==> src/rtl/vec_sub_acc16_if.sv <==
// vec_sub_acc16_if
// Job, operand and result signals of the packed-vector accumulator.
//   start/width/sub/len : job request and its latched configuration
//   in_valid/in_ready/inA : operand beat handshake and 16-bit packed operand
//   out_valid/out_ready/out : result handshake and 16-bit packed result
//   busy : accumulator is not idle
// master = job/operand source and result sink, slave = the accumulator.
interface vec_sub_acc16_if #(
    parameter int LEN_W = 8
);
    logic             start;
    logic             width;
    logic             sub;
    logic [LEN_W-1:0] len;
    logic             in_valid;
    logic             in_ready;
    logic [15:0]      inA;
    logic             out_valid;
    logic             out_ready;
    logic [15:0]      out;
    logic             busy;

    modport master (
        output start, width, sub, len, in_valid, inA, out_ready,
        input  in_ready, out_valid, out, busy
    );

    modport slave (
        input  start, width, sub, len, in_valid, inA, out_ready,
        output in_ready, out_valid, out, busy
    );
endinterface

==> src/rtl/vec_sub_acc16.sv <==
// vec_sub_acc16
// Sequential accumulator over a stream of packed 16-bit operands, running
// either one 16-bit lane or two independent 8-bit lanes. Each accepted beat
// adds the operand to, or subtracts it from, the running sum; after len beats
// the sum is presented through a valid/ready handshake.
//   clk   : rising-edge clock
//   rst_n : asynchronous active-low reset
//   bus   : vec_sub_acc16_if slave (job, operand and result handshakes)
module vec_sub_acc16 #(
    parameter int LEN_W = 8
) (
    input  logic           clk,
    input  logic           rst_n,
    vec_sub_acc16_if.slave bus
);

    typedef enum logic [1:0] {
        IDLE = 2'd0,
        ACC  = 2'd1,
        DONE = 2'd2
    } state_t;

    state_t           state;
    logic [15:0]      acc;
    logic [LEN_W-1:0] cnt;
    logic [LEN_W-1:0] len_q;
    logic             width_q;
    logic             sub_q;
    logic             in_ready_q;
    logic             out_valid_q;
    logic             busy_q;

    logic [15:0]      op;
    logic [8:0]       lo_sum;
    logic             hi_cin;
    logic [7:0]       hi_sum;
    logic [15:0]      acc_next;
    logic [LEN_W-1:0] cnt_next;

    // Subtract is acc + ~inA + 1. The low lane always takes the +1; the high
    // lane takes either the low-lane carry (one 16-bit lane) or its own +1 in
    // subtract / 0 in add (two 8-bit lanes, carry chain broken at bit 8).
    always_comb begin
        op       = sub_q ? ~bus.inA : bus.inA;
        lo_sum   = {1'b0, acc[7:0]} + {1'b0, op[7:0]} + {8'd0, sub_q};
        hi_cin   = width_q ? sub_q : lo_sum[8];
        hi_sum   = acc[15:8] + op[15:8] + {7'd0, hi_cin};
        acc_next = {hi_sum, lo_sum[7:0]};
        cnt_next = cnt + LEN_W'(1);
    end

    always_ff @(posedge clk or negedge rst_n) begin
        if (!rst_n) begin
            state       <= IDLE;
            acc         <= '0;
            cnt         <= '0;
            len_q       <= '0;
            width_q     <= 1'b0;
            sub_q       <= 1'b0;
            in_ready_q  <= 1'b0;
            out_valid_q <= 1'b0;
            busy_q      <= 1'b0;
        end else begin
            case (state)
                IDLE: begin
                    if (bus.start) begin
                        width_q <= bus.width;
                        sub_q   <= bus.sub;
                        len_q   <= bus.len;
                        acc     <= '0;
                        cnt     <= '0;
                        busy_q  <= 1'b1;
                        if (bus.len == '0) begin
                            state       <= DONE;
                            out_valid_q <= 1'b1;
                        end else begin
                            state      <= ACC;
                            in_ready_q <= 1'b1;
                        end
                    end
                end
                ACC: begin
                    // in_ready is always high here, so in_valid alone qualifies a beat
                    if (bus.in_valid) begin
                        acc <= acc_next;
                        cnt <= cnt_next;
                        if (cnt_next == len_q) begin
                            state       <= DONE;
                            in_ready_q  <= 1'b0;
                            out_valid_q <= 1'b1;
                        end
                    end
                end
                DONE: begin
                    if (bus.out_ready) begin
                        state       <= IDLE;
                        out_valid_q <= 1'b0;
                        busy_q      <= 1'b0;
                    end
                end
                default: begin
                    state       <= IDLE;
                    in_ready_q  <= 1'b0;
                    out_valid_q <= 1'b0;
                    busy_q      <= 1'b0;
                end
            endcase
        end
    end

    assign bus.in_ready  = in_ready_q;
    assign bus.out_valid = out_valid_q;
    assign bus.busy      = busy_q;
    assign bus.out       = acc;

endmodule
==> src/flat_wrapper.sv <==
// flat-port wrapper written by rule: the top's interface ports become plain ports
module vec_sub_acc16_flat 
#(
    parameter int LEN_W = 8
)
  (clk, rst_n, bus_start, bus_width, bus_sub, bus_len, bus_in_valid, bus_inA, bus_out_ready, bus_in_ready, bus_out_valid, bus_out, bus_busy);
  vec_sub_acc16_if #(.LEN_W(LEN_W)) bus_i ();
  input  logic clk;
  input  logic rst_n;
  input wire logic [$bits(bus_i.start)-1:0] bus_start;
  input wire logic [$bits(bus_i.width)-1:0] bus_width;
  input wire logic [$bits(bus_i.sub)-1:0] bus_sub;
  input wire logic [$bits(bus_i.len)-1:0] bus_len;
  input wire logic [$bits(bus_i.in_valid)-1:0] bus_in_valid;
  input wire logic [$bits(bus_i.inA)-1:0] bus_inA;
  input wire logic [$bits(bus_i.out_ready)-1:0] bus_out_ready;
  output wire logic [$bits(bus_i.in_ready)-1:0] bus_in_ready;
  output wire logic [$bits(bus_i.out_valid)-1:0] bus_out_valid;
  output wire logic [$bits(bus_i.out)-1:0] bus_out;
  output wire logic [$bits(bus_i.busy)-1:0] bus_busy;
  assign bus_i.start = bus_start;
  assign bus_i.width = bus_width;
  assign bus_i.sub = bus_sub;
  assign bus_i.len = bus_len;
  assign bus_i.in_valid = bus_in_valid;
  assign bus_i.inA = bus_inA;
  assign bus_i.out_ready = bus_out_ready;
  assign bus_in_ready = bus_i.in_ready;
  assign bus_out_valid = bus_i.out_valid;
  assign bus_out = bus_i.out;
  assign bus_busy = bus_i.busy;
  vec_sub_acc16 #(.LEN_W(LEN_W)) u_core (.clk(clk), .rst_n(rst_n), .bus(bus_i));
endmodule
==> config.mk <==
export PLATFORM = sky130hd
export DESIGN_NAME = vec_sub_acc16_flat
export DESIGN_NICKNAME = d
export VERILOG_FILES = /design/src/rtl/vec_sub_acc16_if.sv /design/src/rtl/vec_sub_acc16.sv /design/src/flat_wrapper.sv
export SDC_FILE = /design/constraint.sdc
export NUM_CORES = 1
export LEC_CHECK = 0
export ABC_AREA = 0
export CAP_MARGIN = 20
export CORE_ASPECT_RATIO = 0.7
export CORE_MARGIN = 1.5
export CORE_UTILIZATION = 25
export DETAILED_ROUTE_END_ITERATION = 10
export PLACE_DENSITY_LB_ADDON = 0.3
export SLEW_MARGIN = 20
export SYNTH_ARGS = -nofsm -noshare
export SYNTH_HDL_FRONTEND = slang
export SYNTH_SLANG_ARGS = --single-unit
==> constraint.sdc <==
create_clock -name clk -period 5 [get_ports clk]
set_clock_uncertainty 0.1 [all_clocks]
set_input_delay 0.75 -clock clk [delete_from_list [all_inputs] [get_ports clk]]
set_output_delay 0.75 -clock clk [all_outputs]
set_load 0.01 [all_outputs]
==> results.yml <==
outcome:
  status: "completed"
critical_path:
  path_max_fanout: 2
  critical_path_class: "in2reg"
  reg2reg_slack_ns: 0.83
  crit_top_cell: "fa_1"
  cp.required_ns: 5.03
  crit_chain: "clkdlybuf4s50_1 -> mux2_2 -> fa_1 -> a21o_1 -> a21oi_1 -> o21ai_0 -> and3b_1 -> o21a_1 -> o31a_1 -> fa_1 -> fa_1 -> a21o_1 -> a21oi_2 -> o21bai_1 -> a21oi_1 -> xor2_1 -> o21ai_0"
  rr_worst_depth: 16
  r2r-start: "u_core.sub_q$_DFFE_PN0P_"
  cp_slowest_cell: "clkdlybuf4s50_1"
  slowest_delay_ns: 0.48
  worstSetupEndpointType: "register"
  cp-start-kind: "input port"
  r2r-end: "u_core.bus.out[14]$_DFFE_PN0P_"
  cp.arrival_ns: 4.72
placed_design:
  io_buffers: 49
  place_congestion: 0.793
  placed_cells_incl_taps: 456
  hpwl_microns: 4580
drt:
  totalWireLength_microns: 6210
  drc_errors: 0
  wire_per_inst_microns: 13.4
  drt_iter0_drc: 88
  vias_per_cell: 4.59
  drt_first_pass_iters: 4
  drtAntennaViolNets: 0
  vias: 2129
synthesis:
  ys.flop_type: "dfrtp_1"
  synthCells: 283
  synth-edff-count: 0
  synth_top_area_frac: 0.383
  netlist-cell-type-count: 50
  synth_area_leaders: "dfrtp_1, nand2_1, xor2_1"
  ys_seq_elements: 39
  synth_top_area_cell: "dfrtp_1"
  synth.avg_cell_area_sq_um: 9.01
  ys_seq_area_frac: 0.383
  syn_nets: 331
  synth_warnings: 0
  async_reset_ff_frac: 1.00
  syn_area_sq_um: 2550
floorplanning:
  die_h_microns: 87.5
  core_area_sq_um: 9800
  fp-row-count: 30
  io_pins: 50
  dieArea_sq_um: 10800
  die_x_microns: 124
  initial_core_util: 0.260
sta:
  layout_min_cycle_time_ns: 4.69
  rsz0062_at_grt: "no"
  fmax_mhz: 213
  final_hold_viol_count: 0
  fin_setup_tns_ns: 0
  max_slew_margin: 0.383
  setup_viol: 0
  worst_pin_slew_ns: 0.925
  finalMaxSlewViolations: 0
  fin_crit_sh: 0.938
cells_and_area:
  final_cells: 464
  syn2layout_area_growth_pct: 32.5
  antenna_cells: 0
  layout_common_cells: "nand2_1, clkdlybuf4s50_1, dfrtp_1"
  final_layout_size_suffix_gt1_frac: 0.0804
  final_core_util: 0.345
  final_common_cell: "nand2_1"
  final_nets: 383
global_route:
  grt_pass1_vias: 2074
  grt_max_degree: 40
  antenna_found_initial: 0
  grtUsageTotal: 0.123
  grt_pass1_wl_microns: 10400
  grt_overflow: 0
power:
  peakVddDrop_uv: 259
  seq_power_share: 0.251
  powerDensity_nw_per_um2: 692
  power.switching_mw: 0.961
  comb_power_share: 0.588
  leakagePower_nw: 1.48
  p_int_mw: 1.38
  power_frac_clock: 0.160
  power.share.switching: 0.411
hold_path:
  holdPathEnd: "u_core.len_q[4]$_DFFE_PN0P_"
  hold_start: "u_core.len_q[4]$_DFFE_PN0P_"
  hold_depth: 2
  hp-class: "reg2reg"
clock_network:
  cts_sinks: 39
  clock_path_buffers: 2
  post_cts_buffers: 0
  cts_made_buffers: 5
  htreeDepth: 2
  cts.reportedPaths.clkPinSlew_ns: 0.06
  clk-insertion-delay-late_ns: 0.28
  cts_tree: "yes"
  cts_hold_buf: 0
  cts_root_buffer: "clkbuf_16"
  ctsResizeCount: 0
flow_run:
  drv_cap: 0
-- how the worst max path moves through the flow --
stage | start | endpoint | slack (ns) | depth (start not counted)
after floorplan | u_core.sub_q$_DFFE_PN0P_ | u_core.bus.out[14]$_DFFE_PN0P_ | 0.58 | 18
after global placement | bus_inA[0] | u_core.bus.out[14]$_DFFE_PN0P_ | 0.07 | 17
after detailed placement | bus_inA[0] | u_core.bus.out[14]$_DFFE_PN0P_ | -0.007 | 17
after CTS | bus_inA[0] | u_core.bus.out[14]$_DFFE_PN0P_ | 0.27 | 17
after global routing | bus_inA[0] | u_core.bus.out[14]$_DFFE_PN0P_ | 0.05 | 17
final | bus_inA[0] | u_core.bus.out[14]$_DFFE_PN0P_ | 0.31 | 17
-- power groups by stage --
stage / sequential, mW / clock [mW] / combinational (mW)
2_1_floorplan: 0.581 / 0 / 0.945
3_3_place_gp: 0.593 / 0 / 1.35
3_5_place_dp: 0.593 / 0 / 1.37
4_1_cts: 0.589 / 0.382 / 1.38
5_1_grt: 0.611 / 0.396 / 1.55
6_report: 0.588 / 0.375 / 1.38
-- cells in the mapped netlist (all sizes together), types with 2 or more instances --
| cell | number |
|---|---|
| nand2b | 2 |
| a22o | 4 |
| nor2 | 16 |
| nor3b | 2 |
| nand2 | 57 |
| o31ai | 6 |
| inv | 5 |
| xor2 | 22 |
| ha | 14 |
| clkbuf | 6 |
| a21o | 4 |
| nand3 | 4 |
| o21a | 3 |
| nor2b | 3 |
| xnor2 | 13 |
| o21bai | 3 |
| o21ai | 27 |
| dfrtp | 39 |
| nor4 | 3 |
| and3 | 3 |
| a21oi | 14 |
| buf | 5 |
| fa | 3 |
| a211oi | 3 |
| nor3 | 7 |
| o22ai | 2 |
-- registers in the layout, summed over array words and instances, names as in the netlist --
register,cells
u_core.width_q,1
u_core.bus.out_valid,1
u_core.sub_q,1
u_core.len_q,8
u_core.bus.busy,1
u_core.cnt,8
u_core.bus.out,16
u_core.bus.in_ready,1
u_core.state,2
-- layer usage --
layer | up-vias | GRT usage | wire, microns
met5 | - | 0 | 0
met4 | 0 | 0.0219 | 34
met3 | 4 | 0.0295 | 201
met2 | 32 | 0.173 | 2510
met1 | 1003 | 0.191 | 3460
li1 | 1090 | - | -
-- metrics by stage --
stage,cell area (sq um),total power [mW],hold slack [ns],worst slack (ns)
2_1_floorplan,2550,1.53,0.354,0.577
3_3_place_gp,3200,1.95,0.390,0.0653
3_5_place_dp,3200,1.96,0.391,-0.00655
4_1_cts,3380,2.35,0.405,0.267
5_1_grt,3380,2.56,0.419,0.0476
6_report,3380,2.34,0.400,0.312
-- cell families (layout without fill, tap and decap cells) --
family / count (synthesis) / after routing / synth area share
buffers and inverters: 16 / 69 / 0.0280
xor gates and xnor gates: 35 / 35 / 0.120
and+or+nand+nor: 102 / 102 / 0.190
AOI/OAI and AO/OA: 73 / 73 / 0.182
muxes: 1 / 1 / 0.00441
adders and majority gates: 17 / 17 / 0.0922
DFF: 39 / 39 / 0.383
-- layout make-up --
cell class	count	area [sq um]
fill	1018	6420
sequential	39	976
clock inverter	2	35.0
timing repair buffer	56	538
clock buffer	6	139
inverter	5	18.8
multi-input combinational	228	1510
tap	128	160
-- critical path: cells and delay by family --
family,cells,cell delay (ns)
muxes,1,0.36
AOI/OAI and AO/OA,10,1.53
xor gates and xnor gates,1,0.16
adders and majority gates,3,1.24
buffers and inverters,1,0.48
and+or+nand+nor,1,0.19
Note: power is estimated with default switching activity, not from simulation.
